==> config.mk <==
export PLATFORM = sky130hd
export DESIGN_NAME = account_access_arbiter_flat
export DESIGN_NICKNAME = d
export VERILOG_FILES = /design/src/rtl/account_access_arbiter_if.sv /design/src/rtl/account_access_arbiter.sv /design/src/flat_wrapper.sv
export SDC_FILE = /design/constraint.sdc
export NUM_CORES = 1
export LEC_CHECK = 0
export ABC_AREA = 1
export CAP_MARGIN = 0
export CORE_AREA = 2 2 75 149
export DETAILED_ROUTE_END_ITERATION = 12
export DIE_AREA = 0 0 77 151
export PLACE_DENSITY_LB_ADDON = 0.05
export RECOVER_POWER = 50
export SKIP_CTS_REPAIR_TIMING = 1
export SLEW_MARGIN = 20
export SYNTH_ARGS = -nofsm -noshare
export SYNTH_HDL_FRONTEND = slang
export SYNTH_SLANG_ARGS = --single-unit
==> constraint.sdc <==
create_clock -name clk -period 2.2 [get_ports clk]
set_input_delay 0.44 -clock clk [delete_from_list [all_inputs] [get_ports clk]]
set_output_delay 0.44 -clock clk [all_outputs]
set_load 0.1 [all_outputs]
==> src/rtl/account_access_arbiter_if.sv <==
`default_nettype none
// ============================================================================
// Module   : account_access_arbiter_if
// Brief    : Requester and account-store signal bundle for the arbiter.
// Revision : 1.0
// ============================================================================
interface account_access_arbiter_if #(
    parameter int NUM_PORTS     = 4,
    parameter int CARD_WIDTH    = 6,
    parameter int BALANCE_WIDTH = 20
);
    logic [NUM_PORTS-1:0]               req;
    logic [NUM_PORTS-1:0]               req_we;
    logic [NUM_PORTS*CARD_WIDTH-1:0]    req_card;
    logic [NUM_PORTS*BALANCE_WIDTH-1:0] req_wdata;
    logic [NUM_PORTS-1:0]               grant;
    logic [NUM_PORTS-1:0]               ack;
    logic [BALANCE_WIDTH-1:0]           rdata;
    logic                               busy;
    logic [CARD_WIDTH-1:0]              mem_addr;
    logic                               mem_re;
    logic                               mem_we;
    logic [BALANCE_WIDTH-1:0]           mem_wdata;
    logic [BALANCE_WIDTH-1:0]           mem_rdata;

    modport master (
        output req, req_we, req_card, req_wdata, mem_rdata,
        input  grant, ack, rdata, busy, mem_addr, mem_re, mem_we, mem_wdata
    );

    modport slave (
        input  req, req_we, req_card, req_wdata, mem_rdata,
        output grant, ack, rdata, busy, mem_addr, mem_re, mem_we, mem_wdata
    );
endinterface
`default_nettype wire

==> src/rtl/account_access_arbiter.sv <==
`default_nettype none
// ============================================================================
// Module   : account_access_arbiter
// Brief    : Round-robin arbiter serialising ATM sessions onto one account store.
// Revision : 1.0
// ============================================================================
module account_access_arbiter #(
    parameter int NUM_PORTS     = 4,
    parameter int CARD_WIDTH    = 6,
    parameter int BALANCE_WIDTH = 20
) (
    input  logic                    clk,
    input  logic                    rst,
    account_access_arbiter_if.slave bus
);
    localparam int IDX_W = (NUM_PORTS > 1) ? $clog2(NUM_PORTS) : 1;
    localparam logic [IDX_W-1:0] LAST_RESET = IDX_W'(NUM_PORTS - 1);
    localparam logic [NUM_PORTS-1:0] ONE_HOT0 = {{(NUM_PORTS-1){1'b0}}, 1'b1};

    typedef enum logic [1:0] {
        IDLE   = 2'd0,
        ACCESS = 2'd1,
        WAIT   = 2'd2,
        DONE   = 2'd3
    } state_t;

    state_t                   state_q, state_d;
    logic [IDX_W-1:0]         last_q, last_d;
    logic [IDX_W-1:0]         winner_q, winner_d;
    logic                     we_q, we_d;
    logic [NUM_PORTS-1:0]     grant_q, grant_d;
    logic [NUM_PORTS-1:0]     ack_q, ack_d;
    logic                     busy_q, busy_d;
    logic                     mem_re_q, mem_re_d;
    logic                     mem_we_q, mem_we_d;
    logic [CARD_WIDTH-1:0]    mem_addr_q, mem_addr_d;
    logic [BALANCE_WIDTH-1:0] mem_wdata_q, mem_wdata_d;
    logic [BALANCE_WIDTH-1:0] rdata_q, rdata_d;

    logic                     found;
    logic [IDX_W-1:0]         pick;

    // Search starts just past the last served port so the previous owner ends up lowest priority.
    always_comb begin
        found = 1'b0;
        pick  = '0;
        for (int k = 0; k < NUM_PORTS; k++) begin
            if (!found && bus.req[(int'(last_q) + 1 + k) % NUM_PORTS]) begin
                found = 1'b1;
                pick  = IDX_W'((int'(last_q) + 1 + k) % NUM_PORTS);
            end
        end
    end

    // Outputs are computed for the state being entered so they appear registered.
    always_comb begin
        state_d     = state_q;
        last_d      = last_q;
        winner_d    = winner_q;
        we_d        = we_q;
        grant_d     = grant_q;
        ack_d       = '0;
        busy_d      = busy_q;
        mem_re_d    = 1'b0;
        mem_we_d    = 1'b0;
        mem_addr_d  = mem_addr_q;
        mem_wdata_d = mem_wdata_q;
        rdata_d     = rdata_q;
        case (state_q)
            IDLE: begin
                if (found) begin
                    state_d     = ACCESS;
                    winner_d    = pick;
                    we_d        = bus.req_we[pick];
                    grant_d     = ONE_HOT0 << pick;
                    busy_d      = 1'b1;
                    mem_addr_d  = bus.req_card[int'(pick)*CARD_WIDTH +: CARD_WIDTH];
                    mem_wdata_d = bus.req_wdata[int'(pick)*BALANCE_WIDTH +: BALANCE_WIDTH];
                    mem_we_d    = bus.req_we[pick];
                    mem_re_d    = !bus.req_we[pick];
                end
            end
            ACCESS: begin
                if (we_q) begin
                    state_d = DONE;
                    ack_d   = grant_q;
                end else begin
                    state_d = WAIT;
                end
            end
            WAIT: begin
                rdata_d = bus.mem_rdata;
                state_d = DONE;
                ack_d   = grant_q;
            end
            DONE: begin
                last_d  = winner_q;
                state_d = IDLE;
                grant_d = '0;
                busy_d  = 1'b0;
            end
            default: begin
                state_d = IDLE;
                grant_d = '0;
                busy_d  = 1'b0;
            end
        endcase
    end

    always_ff @(posedge clk or posedge rst) begin
        if (rst) begin
            state_q     <= IDLE;
            last_q      <= LAST_RESET;
            winner_q    <= '0;
            we_q        <= 1'b0;
            grant_q     <= '0;
            ack_q       <= '0;
            busy_q      <= 1'b0;
            mem_re_q    <= 1'b0;
            mem_we_q    <= 1'b0;
            mem_addr_q  <= '0;
            mem_wdata_q <= '0;
            rdata_q     <= '0;
        end else begin
            state_q     <= state_d;
            last_q      <= last_d;
            winner_q    <= winner_d;
            we_q        <= we_d;
            grant_q     <= grant_d;
            ack_q       <= ack_d;
            busy_q      <= busy_d;
            mem_re_q    <= mem_re_d;
            mem_we_q    <= mem_we_d;
            mem_addr_q  <= mem_addr_d;
            mem_wdata_q <= mem_wdata_d;
            rdata_q     <= rdata_d;
        end
    end

    assign bus.grant     = grant_q;
    assign bus.ack       = ack_q;
    assign bus.busy      = busy_q;
    assign bus.mem_re    = mem_re_q;
    assign bus.mem_we    = mem_we_q;
    assign bus.mem_addr  = mem_addr_q;
    assign bus.mem_wdata = mem_wdata_q;
    assign bus.rdata     = rdata_q;
endmodule
`default_nettype wire

==> src/flat_wrapper.sv <==
// flat-port wrapper written by rule: the top's interface ports become plain ports
module account_access_arbiter_flat 
#(
    parameter int NUM_PORTS     = 4,
    parameter int CARD_WIDTH    = 6,
    parameter int BALANCE_WIDTH = 20
)
  (clk, rst, bus_req, bus_req_we, bus_req_card, bus_req_wdata, bus_mem_rdata, bus_grant, bus_ack, bus_rdata, bus_busy, bus_mem_addr, bus_mem_re, bus_mem_we, bus_mem_wdata);
  account_access_arbiter_if #(.NUM_PORTS(NUM_PORTS), .CARD_WIDTH(CARD_WIDTH), .BALANCE_WIDTH(BALANCE_WIDTH)) bus_i ();
  input  logic clk;
  input  logic rst;
  input wire logic [$bits(bus_i.req)-1:0] bus_req;
  input wire logic [$bits(bus_i.req_we)-1:0] bus_req_we;
  input wire logic [$bits(bus_i.req_card)-1:0] bus_req_card;
  input wire logic [$bits(bus_i.req_wdata)-1:0] bus_req_wdata;
  input wire logic [$bits(bus_i.mem_rdata)-1:0] bus_mem_rdata;
  output wire logic [$bits(bus_i.grant)-1:0] bus_grant;
  output wire logic [$bits(bus_i.ack)-1:0] bus_ack;
  output wire logic [$bits(bus_i.rdata)-1:0] bus_rdata;
  output wire logic [$bits(bus_i.busy)-1:0] bus_busy;
  output wire logic [$bits(bus_i.mem_addr)-1:0] bus_mem_addr;
  output wire logic [$bits(bus_i.mem_re)-1:0] bus_mem_re;
  output wire logic [$bits(bus_i.mem_we)-1:0] bus_mem_we;
  output wire logic [$bits(bus_i.mem_wdata)-1:0] bus_mem_wdata;
  assign bus_i.req = bus_req;
  assign bus_i.req_we = bus_req_we;
  assign bus_i.req_card = bus_req_card;
  assign bus_i.req_wdata = bus_req_wdata;
  assign bus_i.mem_rdata = bus_mem_rdata;
  assign bus_grant = bus_i.grant;
  assign bus_ack = bus_i.ack;
  assign bus_rdata = bus_i.rdata;
  assign bus_busy = bus_i.busy;
  assign bus_mem_addr = bus_i.mem_addr;
  assign bus_mem_re = bus_i.mem_re;
  assign bus_mem_we = bus_i.mem_we;
  assign bus_mem_wdata = bus_i.mem_wdata;
  account_access_arbiter #(.NUM_PORTS(NUM_PORTS), .CARD_WIDTH(CARD_WIDTH), .BALANCE_WIDTH(BALANCE_WIDTH)) u_core (.clk(clk), .rst(rst), .bus(bus_i));
endmodule
==> key figures, run 1 <==
Worst setup path
  – Reg2reg path depth: 17
  – CP startpoint kind: flip-flop
  – Worst EP arrival: 2.44 ns
  – FF-to-FF Start: u_core.last_q[0]
  – Crit path from: u_core.last_q[0]
  – Crit path kind: flip-flop to flip-flop
  – WP data required: 2.47 ns
  – Worst R2R Setup Slack: 0.03 ns
  – CP Capture Type: flip-flop
  – Critical Path Fanout Max: 11

Layout
  – Layout cells sized above 1: 23.7%
  – Commonest non-fill, non-tap cell in the layout: nand2_1
  – Cell Count, Final, Fillers Out: 897
  – # nets final: 893
  – P&R area growth vs syn: 72.7%
  – Final instance area: 6570 µm²
  – Most frequent cells in the layout: nand2_1 (285), clkdlybuf4s50_1 (132), buf_4 (77), dfrtp_1 (62), nand3_1 (56)
  – # diodes: 0

STA
  – Final min period: 2.17 ns
  – Fmax: 0.460 GHz
  – Max-slew headroom: 5.29%
  – Worst Skew: 0.00741 ns
  – Final Cycle Share: 98.8%
  – Final setup vio count: 0
  – Final Hold Vio Count: 0
  – RSZ-0062 raised after global routing: true
  – Setup TNS: 0 ns
  – WHS: 0.481 ns
  – Final Max Tran Viols: 0
  – Worst-margin pin slew: 1.42 ns

Placed design
  – Area after DPL: 5840 µm²
  – PortBufs: 190
  – Post-DP HPWL: 8.81 mm
  – Placed insts: 865
  – Routability Congestion: 0.791

Synthesis
  – Netlist Area Pre-Place: 3800 µm²
  – Yosys cell types: 27
  – Main combinational cell family by area after synthesis: simple AND/OR/NAND/NOR gates
  – Cell accounting for the most synthesized area: dfrtp_1
  – Synth Register Bits: 64
  – Compound-gate portion of the synthesized area: 2.76%
  – Synth Area in XOR/XNOR: 0%
  – Number of synthesized flops with an enable pin: 0
  – Cell count after synthesis: 547
  – Synth area leaders: dfrtp_1 (41%), nand2_1 (31%), nand3_1 (7.6%)
  – Yosys top cell area share: 40.8%
  – Post-Synth Adder-Cell Area: 1.32%
  – Top_reg_cell synth: dfrtp_1
  – Post-Syn Area per Cell: 6.95 µm²
  – Mux contribution to synthesized area: 5.92%
  – Fraction of registers with async set/reset: 100%
  – Post-synthesis sequential area ratio: 42.2%
  – Post-Synth Simple-Gate Area: 41.2%
  – Post-synthesis net count: 685
  – Syn. warnings: 0

Route
  – Detailed Route Iter0 Violations: 102
  – Vias per Instance: 4.69
  – DRC viols: 0
  – Avg WL per Cell: 14.0 µm
  – DRT Pass-1 Iters: 4
  – Number of nets with antenna violations after routing: 0
  – Final WL: 12.6 mm
  – Via count: 4,208

Global routing
  – First-pass GRT wire length: 18.2 mm
  – Largest net degree at the start of global routing: 65
  – Grt total ovfl: 0
  – Number of global-route vias before repair: 4,038
  – Initial antenna violation count: 0
  – Total track usage: 19.8%

Die
  – Vert. Die Dim: 151 µm
  – Starting density of the core: 36.3%
  – Row count: 53
  – Boundary Pins: 191
  – Core Area: 10,500 µm²
  – Die area: 11,600 µm²
  – Die width: 77 µm

Min path
  – Worst hold path type: flip-flop to flip-flop
  – Worst Hold Launch: u_core.bus.mem_wdata[2]
  – Hold Crit Depth: 2

Clock network
  – Worst-skew pair later-pin latency: 0.33 ns
  – CTS tree: yes
  – Maximum clock path buffer count: 2
  – Sink Count: 64
  – Root buffer cell: clkbuf_16
  – Clk slew on worst S/H paths: 0.06 ns
  – TritonCTS buffer count: 9
  – H-tree Lvls: 3

Run
  – Max-cap violations: 0

Status
  – Status: completed
## sequential cells by signal (all words and copies together) (netlist names)
name                  cells
u_core.bus.mem_wdata     20
u_core.bus.rdata         20
u_core.bus.mem_addr       6
u_core.bus.ack            4
u_core.bus.grant          4
u_core.last_q             2
u_core.state_q            2
u_core.winner_q           2
u_core.bus.busy           1
u_core.bus.mem_re         1
u_core.bus.mem_we         1
u_core.we_q               1
## worst max-delay path, stage by stage (launching register included)
cell and delay (ns):
dfstp_2 0.58, clkinv_4 0.09, nand2_1 0.10, nand2_2 0.08, nand2_2 0.11, nand2_4 0.07
nor2_4 0.14, nand3_4 0.10, nand2_4 0.11, nand2_8 0.09, nand2_8 0.15, clkbuf_16 0.19
nand2_1 0.05, nand2_1 0.05, nand2_1 0.04, nand2_1 0.07, nand2_1 0.04, nand2_1 0.05
## stage by stage
stage,util [%],setup slack (ns)
global placement,55.7,-0.157
finish,62.7,0.0256
global route,62.7,-0.136
detailed placement,55.7,-0.200
floorplan,-,0.165
CTS,58.8,-0.0555
## cell usage after synthesis (2+ instances only)
library cell,n
dfstp_2,2
nor2_1,6
inv_2,4
nand2_1,317
nand3_1,58
o22ai_1,4
buf_6,5
ha_1,4
inv_1,18
buf_2,8
mux2_2,20
o21ai_1,5
buf_1,3
o21ai_0,5
dfrtp_1,62
clkbuf_1,13
a21oi_1,2
nand2_2,2
## cells by family (layout without fill, tap and decap cells)
| family | after synthesis | after routing |
|---|---|---|
| fa+ha+maj | 4 | 4 |
| buf+inv | 53 | 266 |
| mux | 20 | 20 |
| compound gates | 18 | 18 |
| simple gates | 388 | 388 |
| flops | 64 | 64 |
## per-layer routing
metal	share of wire [%]	up-vias	global-route usage [%]	wire length, µm
li1	-	2129	-	-
met1	35	1913	20.2	4340
met2	57	143	38.1	7180
met3	5.6	23	4.47	705
met4	2.7	0	8.21	336
met5	0	-	0	0
## path summary, 6_finish.rpt
path,endpoint
setup / recovery,u_core.bus.mem_wdata[7]
hold / removal,u_core.bus.mem_wdata[2]
setup reg to reg,u_core.bus.mem_wdata[7]
hold reg to reg,u_core.bus.mem_wdata[2]
max in group asynchronous,u_core.bus.mem_wdata[16]
min in group asynchronous,u_core.bus.rdata[16]
## layout make-up
| cell class | count | area, µm² |
|---|---|---|
| fillers | 991 | 3910 |
| multi-input cells | 430 | 2140 |
| clock inverters | 5 | 80.1 |
| flip-flops and latches | 64 | 1600 |
| well taps | 137 | 171 |
| clock buffers | 11 | 243 |
| inverters | 23 | 93.8 |
| repair buffers | 227 | 2240 |
Power of run 1 is left out: the tool's default activity adds up to more than one toggle a clock period on the data nets, which glitch-free logic cannot reach.
==> run 2, diff against run 1 <==
SETUP_SLACK_MARGIN = 0.02   (was default)
SLEW_MARGIN = 15   (was 20)
TNS_END_PERCENT = 10   (was default)
==> run 2 against run 1 <==
Non-clock buffer count fell by 8. Via count fell by 1.0%. Critical endpoint is now u_core.we_q. First-iteration DRC count grew 28%. Setup slack better by 0.027 ns. Register-to-register slack improved by 0.03 ns. Sequential share of layout area rose by 0.86 points.
==> key figures, run 2 (synthesis results as in run 1) <==
Worst setup path
  – Critical Path Fanout Max: 10
  – Crit path kind: flip-flop to flip-flop
  – WP data required: 2.46 ns
  – Worst EP arrival: 2.41 ns
  – CP startpoint kind: flip-flop
  – CP Capture Type: flip-flop

Clock network
  – H-tree Lvls: 3
  – Root buffer cell: clkbuf_16
  – Clk slew on worst S/H paths: 0.06 ns
  – Sink Count: 64
  – CTS tree: yes
  – Maximum clock path buffer count: 2
  – Worst-skew pair later-pin latency: 0.33 ns
  – TritonCTS buffer count: 9

STA
  – Fmax: 0.466 GHz
  – Final setup vio count: 0
  – WHS: 0.481 ns
  – Worst Skew: 0.00698 ns
  – Setup TNS: 0 ns
  – Final Hold Vio Count: 0
  – RSZ-0062 raised after global routing: true
  – Final min period: 2.15 ns
  – Final Cycle Share: 97.6%
  – Final Max Tran Viols: 0
  – Max-slew headroom: 5.51%
  – Worst-margin pin slew: 1.42 ns

Route
  – DRC viols: 0
  – DRT Pass-1 Iters: 6
  – Detailed Route Iter0 Violations: 131
  – Final WL: 12.3 mm
  – Number of nets with antenna violations after routing: 0
  – Via count: 4,165
  – Vias per Instance: 4.69
  – Avg WL per Cell: 13.8 µm

Die
  – Die area: 11,600 µm²
  – Vert. Die Dim: 151 µm
  – Die width: 77 µm
  – Core Area: 10,500 µm²
  – Row count: 53
  – Boundary Pins: 191
  – Starting density of the core: 36.3%

Placed design
  – Routability Congestion: 0.791
  – Placed insts: 865
  – Post-DP HPWL: 8.81 mm
  – PortBufs: 190

Global routing
  – Total track usage: 19.8%
  – Initial antenna violation count: 0
  – First-pass GRT wire length: 18.2 mm
  – Grt total ovfl: 0
  – Largest net degree at the start of global routing: 65
  – Number of global-route vias before repair: 4,038

Layout
  – P&R area growth vs syn: 66.8%
  – Most frequent cells in the layout: nand2_1 (311), clkdlybuf4s50_1 (132), dfrtp_1 (62), nand3_1 (58), buf_4 (58)
  – # nets final: 885
  – Layout cells sized above 1: 18.9%
  – Cell Count, Final, Fillers Out: 889
  – Commonest non-fill, non-tap cell in the layout: nand2_1
  – # diodes: 0

Run
  – Max-cap violations: 0

Status
  – Status: completed

Min path
  – Worst hold path type: flip-flop to flip-flop
## run 2: cell types whose count changed in the layout (fill, tap and decap cells not counted), sizes merged
cell | previous run | this run
inv | 21 | 22
buf | 89 | 69
clkbuf | 16 | 28
clkinv | 3 | 2
## run 2: stage by stage
stage / setup slack [ns] / utilization, % / area [µm²]
after floorplan: 0.165 / - / 3800
after detailed placement: -0.200 / 55.7 / 5840
after CTS: -0.0555 / 58.8 / 6160
final: 0.0529 / 60.6 / 6350
after global routing: -0.0977 / 60.6 / 6350
after global placement: -0.157 / 55.7 / 5840
## run 2: layout make-up
cell class / count / area [µm²]
tap: 137 / 171
inverter: 23 / 91.3
multi-input combinational: 430 / 2010
timing repair buffer: 219 / 2140
fill: 1029 / 4130
clock buffer: 11 / 243
clock inverter: 5 / 80.1
sequential: 64 / 1600
## run 2: routing by layer
metal,vias to the layer above,part of all wire [%],track usage [%]
met1,1878,35,20.2
li1,2114,-,-
met3,21,5.7,4.47
met2,152,56,38.1
met5,-,0,0
met4,0,2.6,8.21
## run 2: worst paths after layout
path,start,endpoint,slack (ns),cells after the start
worst max-delay path,u_core.last_q[0],u_core.we_q,0.05,17
worst min-delay path,u_core.bus.mem_wdata[2],u_core.bus.mem_wdata[2],0.48,2
worst max register to register,u_core.last_q[0],u_core.we_q,0.05,17
worst min register to register,u_core.bus.mem_wdata[2],u_core.bus.mem_wdata[2],0.48,2
max in group asynchronous,rst,u_core.bus.mem_wdata[16],0.29,3
min in group asynchronous,rst,u_core.bus.rdata[16],1.05,3
## run 2: critical path, stage by stage (launching register included)
cell	delay, ns
dfstp_2	0.60
inv_6	0.07
nand2_1	0.08
nand2_2	0.08
nand2_2	0.09
nand2_2	0.08
nor2_4	0.15
nand3_4	0.10
nand2_4	0.11
nand2_8	0.08
nand2_8	0.15
buf_12	0.14
nand2_1	0.05
nand2_1	0.05
nand2_1	0.04
nand2_1	0.08
nand2_1	0.07
nand2_1	0.06
Power of run 2 is left out for the same reason.
